**config.mk**
```make
export PLATFORM = sky130hd
export DESIGN_NAME = regfile_wb_scheduler
export DESIGN_NICKNAME = d
export VERILOG_FILES = /design/src/rtl/rv32_rf_pkg.sv /design/src/rtl/regfile_wb_scheduler_rr_arbiter.sv /design/src/rtl/regfile_wb_scheduler.sv
export SDC_FILE = /design/constraint.sdc
export NUM_CORES = 1
export LEC_CHECK = 0
export CAP_MARGIN = 15
export CORE_ASPECT_RATIO = 1.25
export CORE_MARGIN = 2
export CORE_UTILIZATION = 45
export CTS_CLUSTER_DIAMETER = 200
export DETAILED_ROUTE_END_ITERATION = 10
export PLACE_DENSITY = 0.87
export SLEW_MARGIN = 30
export SYNTH_ARGS = -nofsm -noshare
export SYNTH_HDL_FRONTEND = slang
export SYNTH_HIERARCHICAL = 1
export SYNTH_SLANG_ARGS = --single-unit
```
**constraint.sdc**
```tcl
create_clock -name clk -period 4.5 [get_ports clk]
set_input_delay 0.675 -clock clk [delete_from_list [all_inputs] [get_ports clk]]
set_output_delay 0.675 -clock clk [all_outputs]
set_load 0.01 [all_outputs]
```
**src/rtl/rv32_rf_pkg.sv**
```systemverilog
// rv32_rf_pkg
//   Shared sizing constants for the register-file write-back path, the
//   fixed requester numbering used by the execution units, and a helper
//   that sizes the round-robin pointer.
//   No ports (package).

package rv32_rf_pkg;

    localparam int DATA_WIDTH        = 32;
    localparam int ADDRESS_BIT_WIDTH = 5;
    localparam int NB_OF_REGS        = 32;
    localparam int NB_REQ            = 3;

    // Requester slot numbering on the write-back request bus.
    localparam int REQ_ALU = 0;
    localparam int REQ_LSU = 1;
    localparam int REQ_MUL = 2;

    // Width of a pointer that selects one of n requesters (at least 1 bit).
    function automatic int ptr_width(input int n);
        return (n > 1) ? $clog2(n) : 1;
    endfunction

endpackage

```
**src/rtl/regfile_wb_scheduler_rr_arbiter.sv**
```systemverilog
// rr_arbiter
//   Purely combinational round-robin arbiter. Grants the first valid
//   requester found searching upward from ptr, wrapping at N.
//   Ports:
//     valid  in   N      request vector
//     ptr    in   PTR_W  highest-priority index this cycle (must be < N)
//     grant  out  N      one-hot grant, all-zero when no request

module rr_arbiter
    import rv32_rf_pkg::*;
#(
    parameter int N     = 3,
    parameter int PTR_W = ptr_width(N)
) (
    input  logic [N-1:0]     valid,
    input  logic [PTR_W-1:0] ptr,
    output logic [N-1:0]     grant
);

    logic [2*N-1:0] valid_dbl;
    logic [2*N-1:0] grant_dbl;
    logic [N-1:0]   valid_rot;
    logic [N-1:0]   grant_rot;

    // Rotate the request vector so ptr lands on bit 0, take the lowest set
    // bit, then rotate the one-hot result back. Doubling the vector turns
    // the wrap-around into a plain shift.
    always_comb begin
        valid_dbl = {valid, valid};
        valid_rot = N'(valid_dbl >> ptr);
        grant_rot = valid_rot & (~valid_rot + N'(1));
        grant_dbl = {grant_rot, grant_rot} << ptr;
        grant     = grant_dbl[2*N-1:N];
    end

endmodule

```
**src/rtl/regfile_wb_scheduler.sv**
```systemverilog
// regfile_wb_scheduler
//   Arbitrates write-back requests from several execution units onto the
//   single register-file write port and keeps a scoreboard of destination
//   registers that have issued but not yet been written back, raising a
//   decode stall on RAW/WAW hazards.
//   Ports:
//     clk, rstn           clock, asynchronous active-low reset
//     en                  block enable (freezes scoreboard and arbitration)
//     req_valid/addr/data write-back requests, requester i in slice i
//     req_ready           one-hot grant (combinational)
//     issue_valid/rd      instruction issuing this cycle with destination rd
//     rs1, rs2            source indices of the instruction in decode
//     hazard              decode stall (combinational)
//     rf_we/a3/wd3        registered register-file write port

module regfile_wb_scheduler
    import rv32_rf_pkg::*;
#(
    parameter int DATA_WIDTH        = rv32_rf_pkg::DATA_WIDTH,
    parameter int ADDRESS_BIT_WIDTH = rv32_rf_pkg::ADDRESS_BIT_WIDTH,
    parameter int NB_OF_REGS        = rv32_rf_pkg::NB_OF_REGS,
    parameter int NB_REQ            = rv32_rf_pkg::NB_REQ
) (
    input  logic                                clk,
    input  logic                                rstn,
    input  logic                                en,
    input  logic [NB_REQ-1:0]                   req_valid,
    input  logic [NB_REQ*ADDRESS_BIT_WIDTH-1:0] req_addr,
    input  logic [NB_REQ*DATA_WIDTH-1:0]        req_data,
    output logic [NB_REQ-1:0]                   req_ready,
    input  logic                                issue_valid,
    input  logic [ADDRESS_BIT_WIDTH-1:0]        issue_rd,
    input  logic [ADDRESS_BIT_WIDTH-1:0]        rs1,
    input  logic [ADDRESS_BIT_WIDTH-1:0]        rs2,
    output logic                                hazard,
    output logic                                rf_we,
    output logic [ADDRESS_BIT_WIDTH-1:0]        rf_a3,
    output logic [DATA_WIDTH-1:0]               rf_wd3
);

    localparam int AW    = ADDRESS_BIT_WIDTH;
    localparam int DW    = DATA_WIDTH;
    localparam int PTR_W = ptr_width(NB_REQ);

    logic [PTR_W-1:0]      rr_ptr;
    logic [NB_REQ-1:0]     grant;
    logic                  handshake;
    logic [PTR_W-1:0]      sel_idx;
    logic [AW-1:0]         sel_addr;
    logic [DW-1:0]         sel_data;
    logic [NB_OF_REGS-1:0] pending;
    logic [NB_OF_REGS-1:0] pending_nxt;

    rr_arbiter #(
        .N     (NB_REQ),
        .PTR_W (PTR_W)
    ) u_arb (
        .valid (req_valid),
        .ptr   (rr_ptr),
        .grant (grant)
    );

    // Grant is suppressed outright in reset and when disabled, so no
    // handshake can form in either case.
    assign req_ready = (rstn && en) ? grant : '0;
    assign handshake = |(req_valid & req_ready);

    // Select the granted requester's index, address and data.
    // NOTE: every output of a combinational block gets a default before any
    // conditional assignment; otherwise the tool infers a latch.
    always_comb begin
        sel_idx  = '0;
        sel_addr = '0;
        sel_data = '0;
        for (int i = 0; i < NB_REQ; i++) begin
            if (req_ready[i]) begin
                sel_idx  = PTR_W'(i);
                sel_addr = req_addr[i*AW +: AW];
                sel_data = req_data[i*DW +: DW];
            end
        end
    end

    // Scoreboard update: clear on write-back first, then set on issue so a
    // same-edge issue to the register being written leaves it pending.
    // Entry 0 is never touched, keeping x0 permanently clear.
    always_comb begin
        pending_nxt = pending;
        if (en) begin
            for (int r = 1; r < NB_OF_REGS; r++) begin
                if (handshake && sel_addr == AW'(r)) begin
                    pending_nxt[r] = 1'b0;
                end
                if (issue_valid && issue_rd == AW'(r)) begin
                    pending_nxt[r] = 1'b1;
                end
            end
        end
    end

    // NOTE: the scoreboard is a flop vector, not a storage array, and must
    // be reset: a stale pending bit would stall decode indefinitely.
    // NOTE: sequential state uses non-blocking assignments so every flop
    // samples pre-edge values regardless of statement order.
    always_ff @(posedge clk or negedge rstn) begin
        if (!rstn) begin
            rr_ptr  <= '0;
            pending <= '0;
            rf_we   <= 1'b0;
            rf_a3   <= '0;
            rf_wd3  <= '0;
        end else begin
            pending <= pending_nxt;
            // x0 writes consume the grant but never reach the register file.
            rf_we   <= handshake && (sel_addr != '0);
            if (handshake) begin
                rr_ptr <= (sel_idx == PTR_W'(NB_REQ - 1)) ? '0 : sel_idx + 1'b1;
            end
            if (handshake && (sel_addr != '0)) begin
                rf_a3  <= sel_addr;
                rf_wd3 <= sel_data;
            end
        end
    end

    function automatic logic is_pending(input logic [NB_OF_REGS-1:0] vec,
                                        input logic [AW-1:0]         idx);
        logic res;
        res = 1'b0;
        for (int r = 1; r < NB_OF_REGS; r++) begin
            if (idx == AW'(r)) begin
                res = vec[r];
            end
        end
        return res;
    endfunction

    // A source is hazardous while its producer is outstanding, and also in
    // the cycle its value sits on the write port, since the register file
    // only commits it at the following edge.
    logic src1_haz;
    logic src2_haz;
    logic waw_haz;

    always_comb begin
        src1_haz = (rs1 != '0) && (is_pending(pending, rs1) || (rf_we && rf_a3 == rs1));
        src2_haz = (rs2 != '0) && (is_pending(pending, rs2) || (rf_we && rf_a3 == rs2));
        waw_haz  = issue_valid && (issue_rd != '0) && is_pending(pending, issue_rd);
        hazard   = src1_haz || src2_haz || waw_haz;
    end

endmodule

```
# Yosys cells after proc, flatten, opt, wreduce, memory -nomap -nowiden
# Cells that the tools add are included.
# Widths: inputs -> output; s select.
word_totals:
  reg_bits: 71
  output_inout_bits: 42
classes:
  add_sub_neg: 2
  n_eq_ne: 127
  shifts: 2
  muxes: 165
  bitwise: 3
  reduce_logical: 141
op_table:
  columns: ["op", "count"]
  rows:
  - ["$eq 5x5->1 const B", 64]
  - ["$eq 5x4->1 const B", 32]
  - ["$mux 1", 156]
  - ["$mux 32", 3]
  - ["$eq 5x3->1 const B", 16]
  - ["$logic_and 1x1->1", 70]
  - ["$reduce_and 2->1", 31]
  - ["$reduce_bool 2->1", 31]
  - ["$eq 5x2->1 const B", 8]
  - ["$eq 5x1->1 const B", 4]
  - ["$reduce_bool 5->1", 4]
  - ["$mux 5", 3]
  - ["$eq 5x5->1", 2]
  - ["$and 3x3->3", 2]
  - ["$shl 6x2->6", 1]
  - ["$shr 6x2->3", 1]
  - ["$logic_or 1x1->1", 4]
  - ["$mux 2", 2]
  - ["$add 3x1->3 const B", 1]
  - ["$mux 3", 1]
  - ["$not 3->3", 1]
  - ["$reduce_or 3->1", 1]
  - ["$add 2x1->2 const B", 1]
  - ["$eq 2x2->1 const B", 1]

# Longest topological paths before layout
logic_depth:
  word_depth: 36
  depth_mapped: 13
  mapped_depth_nobuf: 9

# Hierarchy
# Netlist, hierarchy kept.
by_module_without_submodules:
  columns: ["mod", "instances", "cells_per_inst", "area_each_um2"]
  rows:
  - ["regfile_wb_scheduler", 1, 584, 4778.3]
  - ["rr_arbiter", 1, 10, 71.3]

# Least setup slack after synthesis
# No wires, ideal clock.
synth_path:
  kind: "input -> output"
  from: "input rs1[1]"
  to: "output hazard"
  t_arrival_ps: 2540
  required_ps: 3825
  slack_ps: 1285
  cell_stages: 8
  n_path_buf: 2
  path_cell_list: "clkbuf_1 clkbuf_1 mux2_2 o21ai_0 o211a_1 o21ai_0 a2111o_1 a211o_1"
synth_via:
  elab_chain_cells: 36
  elab_cells_between_ends: 69
  cone_classes: "eq/ne: 32; mux: 31; reduce/logical: 6"
synth_lines:
  columns: ["element", "line_no", "rtl"]
  rows:
  - ["start: declaration", "regfile_wb_scheduler.sv:33", "input logic [ADDRESS_BIT_WIDTH-1:0] rs1,"]
  - ["$eq 5x1->1", "regfile_wb_scheduler.sv:131", "if (idx == AW'(r)) begin"]
  - ["$mux 1 (31 in a row)", "regfile_wb_scheduler.sv:131", null]
  - ["$logic_or 1x1->1", "regfile_wb_scheduler.sv:146", "src1_haz = (rs1 != '0) && (is_pending(pending, rs1) || (rf_we && rf_a3 == rs1));"]
  - ["$logic_and 1x1->1 *", "regfile_wb_scheduler.sv:146", null]
  - ["$logic_or 1x1->1 * (2 in a row)", "regfile_wb_scheduler.sv:149", "hazard = src1_haz || src2_haz || waw_haz;"]
  - ["end: declaration", "regfile_wb_scheduler.sv:35", "output logic hazard,"]
# Every way passes the cells marked *; elsewhere a longest branch is shown, timed or not.

# Worst setup path in the final report
layout_path:
  from: "input rs2[4]"
  to: "output hazard"
layout_via:
  elab_chain_cells: 36
  elab_cells_between_ends: 69
  cone_classes: "eq/ne: 32; mux: 31; reduce/logical: 6"
layout_lines:
  columns: ["element", "line_no", "rtl"]
  rows:
  - ["start: declaration", "regfile_wb_scheduler.sv:34", "input logic [ADDRESS_BIT_WIDTH-1:0] rs2,"]
  - ["$eq 5x1->1", "regfile_wb_scheduler.sv:131", null]
  - ["$mux 1 (31 in a row)", "regfile_wb_scheduler.sv:131", null]
  - ["$logic_or 1x1->1", "regfile_wb_scheduler.sv:147", "src2_haz = (rs2 != '0) && (is_pending(pending, rs2) || (rf_we && rf_a3 == rs2));"]
  - ["$logic_and 1x1->1 *", "regfile_wb_scheduler.sv:147", null]
  - ["$logic_or 1x1->1 * (2 in a row)", "regfile_wb_scheduler.sv:149", null]
# Marks and branches as above.

==> results.sh <==
export IMPL_grt_setup_unrepaired="false"
export IMPL_tritoncts="done"
export IMPL_netlist_area_mm2=0.00485
export IMPL_p_switching_uw=1110
export IMPL_cts_resized=0
export IMPL_synth_distinct_cells=59
export IMPL_wirelength_um=19000
export IMPL_clockBufferDepth=2
export IMPL_die_area_mm2=0.0116
export IMPL_cts_htree_levels=3
export IMPL_skew_ps=6.33
export IMPL_final_max_slew_viol_count=0
export IMPL_drive_above_1_share=0.0711
export IMPL_fillers=854
export IMPL_avgSynthCellArea_um2=8.16
export IMPL_setup_tns_ps=0
export IMPL_period_needed_ps=4180
export IMPL_synth_warnings=6
export IMPL_grt_overflow=0
export IMPL_cp_start_kind="primary input"
export IMPL_drt_wirelength_per_cell_um=21.3
export IMPL_drt_iter0_markers=673
export IMPL_root_buffer="clkbuf_16"
export IMPL_holdBufCountCts=0
export IMPL_combPwrFrac=0.387
export IMPL_seq_power_share=0.386
export IMPL_num_rows=42
export IMPL_internal_power_uw=1890
export IMPL_placed_area_mm2=0.00670
export IMPL_final_cells=891
export IMPL_layout_nets=887
export IMPL_drt_vias_per_instance=6.51
export IMPL_synth_edff_count=0
export IMPL_grt_usage=0.321
export IMPL_dp_cells=874
export IMPL_pwr_share_clk=0.227
export IMPL_path_class="in -> out"
export IMPL_path_max_fanout=11
export IMPL_clk_pin_slew_ps=60
export IMPL_end_kind="output port"
export IMPL_final_cell_mix="173 x clkdlybuf4s50_1, 75 x o21ai_0, 71 x dfrtp_1"
export IMPL_detail_route_antenna_nets=0
export IMPL_die_w_um=96.9
export IMPL_postSynthCellCount=594
export IMPL_worst_pin_slew_ps=994
export IMPL_final_common_cell="clkdlybuf4s50_1"
export IMPL_cts_sinks=71
export IMPL_period_share=0.929
export IMPL_cp_arrival_ps=3510
export IMPL_die_h_um=120
export IMPL_post_cts_buffers=0
export IMPL_power_per_cell_area_mw_per_mm2=429
export IMPL_portBuffers=174
export IMPL_gp_congestion=1.02
export IMPL_leakage_uw=0.00268
export IMPL_yosys_register_bits=71
export IMPL_antenna_cells=0
export IMPL_cts_buffers=9
export IMPL_drt_first_pass_iters=7
export IMPL_ys_seq_area_frac=0.366
export IMPL_grt_pass1_vias=5777
export IMPL_route_detailed_drc=0
export IMPL_cp_required_ps=3830
export IMPL_core_area_mm2=0.0106
export IMPL_vias=5802
export IMPL_ir_worst_vdd_v=0.000241
export IMPL_setup_viol=0
export IMPL_hold_viol=0
export IMPL_synthFlopType="dfrtp_1"
export IMPL_fmax_mhz=239
export IMPL_io_pins=175
export IMPL_outcome="complete, no violations"
export IMPL_insertion_delay_ps=340
export IMPL_fin_area_mm2=0.00700
export IMPL_hold_path_class="in -> async"
export IMPL_maxCapViolCount=0
export IMPL_antenna_found_initial=0
export IMPL_syn_nets=727
export IMPL_grt_pass1_wl_um=29600
export IMPL_slew_headroom=0.337
export IMPL_grt_start_max_net_pins=66
export IMPL_dp_hpwl_um=14400
export IMPL_sw_frac_of_total=0.371
export IMPL_initial_core_util=0.459
export IMPL_area_growth_pct=44.3
export IMPL_async_reset_ff_frac=1.00
export IMPL_fin_util=0.663
## cell usage after synthesis, types with 3 or more instances
master	number	area, µm²
a211oi_1	5	37.5
mux2i_1	10	100
clkbuf_1	34	128
and2_1	5	31.3
o311ai_0	4	35.0
xor2_1	3	26.3
xnor2_1	7	61.3
nor4_1	4	25.0
a222oi_1	36	360
nand4_1	4	25.0
nor2_1	63	236
inv_1	8	30.0
nand2b_1	18	113
or2_2	7	43.8
buf_1	3	11.3
nand3b_1	7	52.6
or3_1	7	43.8
nor3_1	10	50.1
o21ai_1	12	60.1
nor3b_1	5	37.5
a21o_1	4	30.0
dfrtp_1	71	1780
o21bai_1	3	22.5
nand3_1	9	45.0
a311oi_1	3	26.3
a221o_1	3	30.0
nor2b_1	9	56.3
o21ai_0	75	375
buf_2	6	30.0
buf_6	4	45.0
and3_1	4	25.0
a21oi_1	58	290
a31oi_1	8	50.1
o211ai_1	5	37.5
nand2_1	40	150
a221oi_1	4	35.0
## worst max-delay path, cell delays in order
cell,delay (ps)
clkdlybuf4s50_1,710
or4b_2,650
a21oi_1,160
a31oi_1,60
a211oi_1,220
o21ai_0,120
o311ai_0,170
a211o_1,210
clkdlybuf4s50_1,540
## layout make-up
type | count | area (µm²) | share of cell area
repair buffers | 197 | 1910 | 0.272
flip-flops and latches | 71 | 1780 | 0.254
clock buffers | 9 | 225 | 0.0322
multi-input cells | 467 | 2830 | 0.404
well taps | 132 | 165 | 0.0236
clock inverters | 7 | 65.1 | 0.00930
inverters | 8 | 30.0 | 0.00429
## flip-flops by register name, indices dropped and copies added, names as in the netlist
name     flops
rf_wd3      32
pending     31
rf_we        1
rf_a3        5
rr_ptr       2
## through the flow
step | hold WS [ps] | worst slack (ps) | total power, µW
final | 177 | 317 | 3000
after detailed placement | 517 | 343 | 2300
after global placement | 508 | 298 | 2270
after CTS | 174 | 334 | 2990
after floorplan | 379 | 1290 | 1570
after global routing | 176 | 193 | 3150
## worst paths after layout
path	from	end	slack, ps	cells past startpoint
max reg2reg	rr_ptr[1]	pending[11]	980	10
min in group clk	rf_wd3[9]	rf_wd3[9]	530	2
max	rs2[4]	hazard	320	9
min reg2reg	rf_wd3[9]	rf_wd3[9]	530	2
min	rstn	rr_ptr[1]	180	1
max in group asynchronous	rstn	pending[24]	3260	2
## cell families (layout without fill, tap and decap cells)
kind of cell / count (synthesis) / in the layout / synth area share
DFF: 71 / 71 / 0.366
buffers and inverters: 56 / 221 / 0.0519
xor gates and xnor gates: 10 / 10 / 0.0181
and+or+nand+nor: 197 / 197 / 0.202
muxes: 12 / 12 / 0.0253
AOI/OAI and AO/OA: 248 / 248 / 0.336
## power groups by stage
stage          sequential [µW]  clock [µW]  combinational (µW)
6_report                  1160         682                1160
5_1_grt                   1170         716                1260
4_1_cts                   1140         685                1160
3_5_place_dp              1150           0                1150
3_3_place_gp              1150           0                1130
2_1_floorplan             1110           0                 455
## per-layer routing
metal	GRT usage	part of all wire
met5	0	0
met4	0.196	0.062
met3	0.0658	0.086
met2	0.560	0.50
met1	0.358	0.35
Power figures use the tool's default switching activity.
